## config.mk

```make
export PLATFORM = sky130hd
export DESIGN_NAME = pipe_scoreboard_flat
export DESIGN_NICKNAME = d
export VERILOG_FILES = /design/src/rtl/pipe_scoreboard_if.sv /design/src/rtl/pipe_scoreboard.sv /design/src/flat_wrapper.sv
export SDC_FILE = /design/constraint.sdc
export NUM_CORES = 1
export LEC_CHECK = 0
export CORE_MARGIN = 2
export CORE_UTILIZATION = 51
export CTS_BUF_LIST = sky130_fd_sc_hd__clkbuf_16
export CTS_CLUSTER_SIZE = 12
export DETAILED_ROUTE_END_ITERATION = 8
export PLACE_DENSITY_LB_ADDON = 0.1
export SYNTH_ARGS = -nofsm -noshare
export SYNTH_HDL_FRONTEND = slang
export SYNTH_SLANG_ARGS = --single-unit
```

## constraint.sdc

```tcl
create_clock -name CLK -period 2.9 [get_ports CLK]
set_input_delay 0.58 -clock CLK [delete_from_list [all_inputs] [get_ports CLK]]
set_output_delay 0.58 -clock CLK [all_outputs]
set_load 0.01 [all_outputs]
```

## src/rtl/pipe_scoreboard_if.sv

```systemverilog
// Decode/datapath <-> scoreboard bundle: issue info, read selects,
// advance/flush controls in; forwarding selects, stall and counters out.
interface pipe_scoreboard_if #(
  parameter int NSTAGES = 3,
  parameter int NREAD   = 2,
  parameter int REGADDR = 5,
  parameter int CNTW    = 32
);
  localparam int SELW = $clog2(NSTAGES + 1);

  logic                      advance;
  logic                      issue_valid;
  logic                      issue_wen;
  logic [REGADDR-1:0]        issue_wsel;
  logic [SELW-1:0]           issue_lat;
  logic [NREAD*REGADDR-1:0]  rsel;
  logic [NSTAGES-1:0]        flush;
  logic [NREAD*SELW-1:0]     fwd_sel;
  logic                      stall;
  logic [SELW-1:0]           pending;
  logic [CNTW-1:0]           stall_cycles;

  // Decode/datapath side
  modport master (
    output advance, issue_valid, issue_wen, issue_wsel, issue_lat, rsel, flush,
    input  fwd_sel, stall, pending, stall_cycles
  );

  // Scoreboard side
  modport slave (
    input  advance, issue_valid, issue_wen, issue_wsel, issue_lat, rsel, flush,
    output fwd_sel, stall, pending, stall_cycles
  );
endinterface

```

## src/rtl/pipe_scoreboard.sv

```systemverilog
// Hazard/forwarding tracker: one in-flight record per post-decode stage
// (index 0 = EX, NSTAGES-1 = WB). Produces per-port forwarding selects,
// a load-use stall, a valid-entry count and a saturating stall counter.
module pipe_scoreboard #(
  parameter int NSTAGES = 3,
  parameter int NREAD   = 2,
  parameter int REGADDR = 5,
  parameter int CNTW    = 32
) (
  input logic              CLK,
  input logic              RST,
  pipe_scoreboard_if.slave sb
);
  localparam int SELW = $clog2(NSTAGES + 1);

  // Entry state; a valid entry always has wen set (non-writers never enter)
  logic [NSTAGES-1:0] valid_q, valid_d;
  logic [REGADDR-1:0] wsel_q [NSTAGES];
  logic [REGADDR-1:0] wsel_d [NSTAGES];
  logic [SELW-1:0]    lat_q  [NSTAGES];
  logic [SELW-1:0]    lat_d  [NSTAGES];
  logic [CNTW-1:0]    cnt_q, cnt_d;

  logic [NREAD-1:0]      port_stall;
  logic [NREAD*SELW-1:0] fwd_all;
  logic                  stall_c;
  logic [SELW-1:0]       pending_c;

  for (genvar gp = 0; gp < NREAD; gp++) begin : g_port
    logic [REGADDR-1:0] rsel_p;
    logic [SELW-1:0]    fwd_p;
    logic               stall_p;
    logic               found;

    assign rsel_p = sb.rsel[gp*REGADDR +: REGADDR];

    // Youngest (lowest-index) match decides: forward if its result is ready, else stall
    always_comb begin
      fwd_p   = '0;
      stall_p = 1'b0;
      found   = 1'b0;
      for (int i = 0; i < NSTAGES; i++) begin
        if (!found && valid_q[i] && (wsel_q[i] == rsel_p) && (rsel_p != '0)) begin
          found = 1'b1;
          if (SELW'(i) >= lat_q[i]) begin
            fwd_p = SELW'(i + 1);
          end else begin
            stall_p = 1'b1;
          end
        end
      end
    end

    assign fwd_all[gp*SELW +: SELW] = fwd_p;
    assign port_stall[gp]           = stall_p;
  end

  assign stall_c = |port_stall;

  // Count valid entries
  always_comb begin
    pending_c = '0;
    for (int i = 0; i < NSTAGES; i++) begin
      pending_c = pending_c + SELW'(valid_q[i]);
    end
  end

  // Next entry state: kill applies to the source entry before any shift
  always_comb begin
    valid_d = valid_q & ~sb.flush;
    for (int i = 0; i < NSTAGES; i++) begin
      wsel_d[i] = wsel_q[i];
      lat_d[i]  = lat_q[i];
    end
    if (sb.advance) begin
      for (int i = 1; i < NSTAGES; i++) begin
        valid_d[i] = valid_q[i-1] & ~sb.flush[i-1];
        wsel_d[i]  = wsel_q[i-1];
        lat_d[i]   = lat_q[i-1];
      end
      valid_d[0] = sb.issue_valid & sb.issue_wen & ~stall_c & ~sb.flush[0];
      wsel_d[0]  = sb.issue_wsel;
      lat_d[0]   = sb.issue_lat;
    end
  end

  // Saturating count of cycles that stalled while the pipe advanced
  always_comb begin
    cnt_d = cnt_q;
    if (stall_c && sb.advance && (cnt_q != {CNTW{1'b1}})) begin
      cnt_d = cnt_q + CNTW'(1);
    end
  end

  // Entry registers, cleared asynchronously
  always_ff @(posedge CLK or posedge RST) begin
    if (RST) begin
      valid_q <= '0;
      for (int i = 0; i < NSTAGES; i++) begin
        wsel_q[i] <= '0;
        lat_q[i]  <= '0;
      end
    end else begin
      valid_q <= valid_d;
      for (int i = 0; i < NSTAGES; i++) begin
        wsel_q[i] <= wsel_d[i];
        lat_q[i]  <= lat_d[i];
      end
    end
  end

  // Stall counter register, cleared only by reset
  always_ff @(posedge CLK or posedge RST) begin
    if (RST) begin
      cnt_q <= '0;
    end else begin
      cnt_q <= cnt_d;
    end
  end

  assign sb.fwd_sel      = fwd_all;
  assign sb.stall        = stall_c;
  assign sb.pending      = pending_c;
  assign sb.stall_cycles = cnt_q;
endmodule

```

## src/flat_wrapper.sv

```systemverilog
// flat-port wrapper written by rule: the top's interface ports become plain ports
module pipe_scoreboard_flat 
#(
  parameter int NSTAGES = 3,
  parameter int NREAD   = 2,
  parameter int REGADDR = 5,
  parameter int CNTW    = 32
)
  (CLK, RST, sb_advance, sb_issue_valid, sb_issue_wen, sb_issue_wsel, sb_issue_lat, sb_rsel, sb_flush, sb_fwd_sel, sb_stall, sb_pending, sb_stall_cycles);
  pipe_scoreboard_if #(.NSTAGES(NSTAGES), .NREAD(NREAD), .REGADDR(REGADDR), .CNTW(CNTW)) sb_i ();
  input logic CLK;
  input logic RST;
  input wire logic [$bits(sb_i.advance)-1:0] sb_advance;
  input wire logic [$bits(sb_i.issue_valid)-1:0] sb_issue_valid;
  input wire logic [$bits(sb_i.issue_wen)-1:0] sb_issue_wen;
  input wire logic [$bits(sb_i.issue_wsel)-1:0] sb_issue_wsel;
  input wire logic [$bits(sb_i.issue_lat)-1:0] sb_issue_lat;
  input wire logic [$bits(sb_i.rsel)-1:0] sb_rsel;
  input wire logic [$bits(sb_i.flush)-1:0] sb_flush;
  output wire logic [$bits(sb_i.fwd_sel)-1:0] sb_fwd_sel;
  output wire logic [$bits(sb_i.stall)-1:0] sb_stall;
  output wire logic [$bits(sb_i.pending)-1:0] sb_pending;
  output wire logic [$bits(sb_i.stall_cycles)-1:0] sb_stall_cycles;
  assign sb_i.advance = sb_advance;
  assign sb_i.issue_valid = sb_issue_valid;
  assign sb_i.issue_wen = sb_issue_wen;
  assign sb_i.issue_wsel = sb_issue_wsel;
  assign sb_i.issue_lat = sb_issue_lat;
  assign sb_i.rsel = sb_rsel;
  assign sb_i.flush = sb_flush;
  assign sb_fwd_sel = sb_i.fwd_sel;
  assign sb_stall = sb_i.stall;
  assign sb_pending = sb_i.pending;
  assign sb_stall_cycles = sb_i.stall_cycles;
  pipe_scoreboard #(.NSTAGES(NSTAGES), .NREAD(NREAD), .REGADDR(REGADDR), .CNTW(CNTW)) u_core (.CLK(CLK), .RST(RST), .sb(sb_i));
endmodule
```

==> flow_summary_export.csv <==
group,metric,value,unit
outcome,run_status,"completed",
timing,slew_headroom,0.713,
logic_synthesis,yosys.area.top_type,"dfrtp_1",
finish,fin_cells,441,
timing,drv_slew,0,
clocking,clk_path_buf_depth,2,
floorplanning,die_w,80.8,microns
worst_setup_path,rr_worst_depth,10,
worst_setup_path,r2r_start,"u_core.wsel_q[0]",
route,ant_nets,0,
logic_synthesis,syn-num-nets,301,
floorplanning,ioPinCount,64,
route,via_per_inst,5.41,
worst_setup_path,crit_fanout,4,
finish,area_growth,41.1,%
logic_synthesis,synth_top_flop_cell,"dfrtp_1",
run,cap_violations,0,
placement,dp.cells,425,
pwr,leakagePower,1.87,nW
clocking,cts_tree,"yes",
logic_synthesis,synth_edf_count,0,
route,vias,2385,
timing,tns,0,ns
clocking,clk_latency,0.29,ns
grt,first_global_vias,2389,
timing,setup_violations,0,
route,drt_iter0_markers,124,
logic_synthesis,synthTopCellsByArea,"dfrtp_1, xor2_1, mux2_2",
route,drcViolationCount,0,
timing,setup_slack,0.0307,ns
route,post_drt_wl_per_cell,15.4,microns
grt,grt_max_degree,50,
logic_synthesis,synthesis.area,0.00301,sq mm
worst_setup_path,crit_required,2.32,ns
worst_hold_path,hp-start,"u_core.sb.stall_cycles[19]",
worst_setup_path,cp-end-kind,"primary output",
clocking,clock-sinks,56,
finish,seq_area,0.00140,sq mm
floorplanning,start_util,0.536,
floorplanning,dieArea,0.00653,sq mm
placement,io_buffer_count,63,
route,first_pass_iters,4,
worst_setup_path,worstSetupPathType,"in -> out",
placement,dpl_worst_slack,-0.616,ns
floorplanning,row_count,27,
logic_synthesis,ys_types,36,
clocking,cts_root_buf,"clkbuf_16",
clocking,htree_num_levels,2,
clocking,clkSlewWorstSetupHoldPaths,0.07,ns
logic_synthesis,yosysSeqAreaShare,0.466,
grt,antenna_found_initial,0,
logic_synthesis,yosys_warnings,0,
placement,place_congestion,0.875,
timing,skew,0.00545,ns
logic_synthesis,async_flop_share,1.00,
pwr,power_per_cell_area,428,mW/mm^2
finish,nets,395,
grt,track_usage,0.222,
worst_setup_path,startpoint_type,"primary input",
worst_hold_path,min_path_type,"reg -> reg",
finish,n_antenna_cell,0,
timing,tightest_slew,0.429,ns
placement,hpwl,4.82,mm
timing,hold_viol,0,
pwr,ir_worst_vdd,0.351,mV
logic_synthesis,synth_seq_cells,56,
timing,hold-worst-slack,0.497,ns
worst_hold_path,holdPathStages,1,
clocking,cts-hold-fix-buffers,0,
grt,grt_pass1_wl,11.3,mm
timing,min_period,2.87,ns
worst_setup_path,critPathArrivalTime,2.29,ns
floorplanning,coreArea,0.00561,sq mm
route,wirelength,6.81,mm
finish,layout-drive-gt1-share,0.276,
logic_synthesis,postSynthCellCount,274,
grt,grt_overflow,0,
logic_synthesis,syn_area_per_cell,11.0,sq um
floorplanning,chipHeight,80.8,microns
timing,timing.final.crit_share,0.989,
clocking,numCtsBuffers,5,
worst_setup_path,worstSetupStartpoint,"sb_rsel[6]",
timing,max_freq,349,MHz
finish,nFillCells,398,
finish,multi_input_area,0.00168,sq mm
logic_synthesis,synth_top_area_share,0.466,
==> where the power goes <==
| part | internal [mW] | leakage, nW | total, mW | switching, mW |
|---|---|---|---|---|
| Clock | 0.402 | 0.0789 | 0.657 | 0.256 |
| Combinational | 0.154 | 1.06 | 0.254 | 0.0998 |
| Sequential | 0.830 | 0.728 | 0.903 | 0.0735 |
| Total | 1.39 | 1.87 | 1.81 | 0.429 |
==> cell usage after synthesis (all sizes together) (3+ instances only) <==
cell and instances:
nand2 22, a21oi 4, xnor2 30, mux2 24, or3 3, nor3 13, xor2 31, nand3 10
buf 4, and2 4, nand4 15, nor2 20, nor4 9, o22ai 4, inv 6, dfrtp 56
clkbuf 3, and3 3
==> layer usage <==
layer	wire, microns	GRT usage
met1	3160	0.305
met2	3380	0.382
met3	237	0.0356
met4	39	0.0373
met5	0	0
==> worst max-delay path, stage by stage <==
cell           delay (ns)
dlygate4sd2_1        0.24
or4_4                0.50
nor2_4               0.17
nor3_4               0.07
buf_4                0.14
o22ai_2              0.15
o311ai_4             0.13
nor2_4               0.12
inv_2                0.05
buf_6                0.11
==> kinds of logic after synthesis <==
| kind of cell | Yosys count | share of synthesized area |
|---|---|---|
| buffers and inverters | 13 | 0.0200 |
| AOI/OAI and AO/OA | 13 | 0.0341 |
| DFF | 56 | 0.466 |
| and+or+nand+nor | 105 | 0.202 |
| adders and majority gates | 2 | 0.0108 |
| muxes | 24 | 0.0899 |
| xor gates and xnor gates | 61 | 0.178 |
==> flip-flops by register name, indices dropped and copies added (netlist names) <==
register,flops
u_core.lat_q,6
u_core.sb.stall_cycles,32
u_core.valid_q,3
u_core.wsel_q,15
==> through the flow <==
| step | utilization | instance area, sq um | total power, mW |
|---|---|---|---|
| 3_5_place_dp | 0.698 | 3910 | 1.14 |
| 6_report | 0.757 | 4240 | 1.81 |
| 5_1_grt | 0.757 | 4240 | 1.89 |
| 2_1_floorplan | - | 3010 | 1.03 |
| 3_3_place_gp | 0.698 | 3910 | 1.13 |
| 4_1_cts | 0.749 | 4200 | 1.81 |
==> layout by cell type (no fill, tap or decap), drive strengths merged, types with 9 or more instances in the layout <==
cell	netlist	final
nor3	13	13
nand2	22	22
dfrtp	56	56
nand3	10	10
clkdlybuf4s50	0	48
xor2	31	31
clkbuf	3	9
nor2	20	20
nand4	15	15
mux2	24	24
xnor2	30	30
nor4	9	9
buf	4	35
==> final timing paths <==
kind | end | slack [ns]
min in group asynchronous | u_core.wsel_q[14] | 0.51
max in group asynchronous | u_core.lat_q[2] | 1.89
hold / removal | u_core.sb.stall_cycles[19] | 0.50
hold reg to reg | u_core.sb.stall_cycles[19] | 0.50
setup reg to reg | u_core.sb.stall_cycles[5] | 0.23
setup / recovery | sb_stall | 0.03
==> layout make-up <==
type                            count  share of cell area
Clock inverter                      3             0.00885
Clock buffer                        5              0.0295
Multi-Input combinational cell    205               0.396
Timing Repair Buffer               94               0.208
Sequential cell                    56               0.331
Tap cell                           72              0.0212
Inverter                            6             0.00531
==> repair_timing <==
item,4_1_cts,5_1_grt
setup buffers,6,2
pin swaps,17,11
setup endpoints to repair,11,15
gates resized for setup,48,16
(Power assumes the default switching activity.)
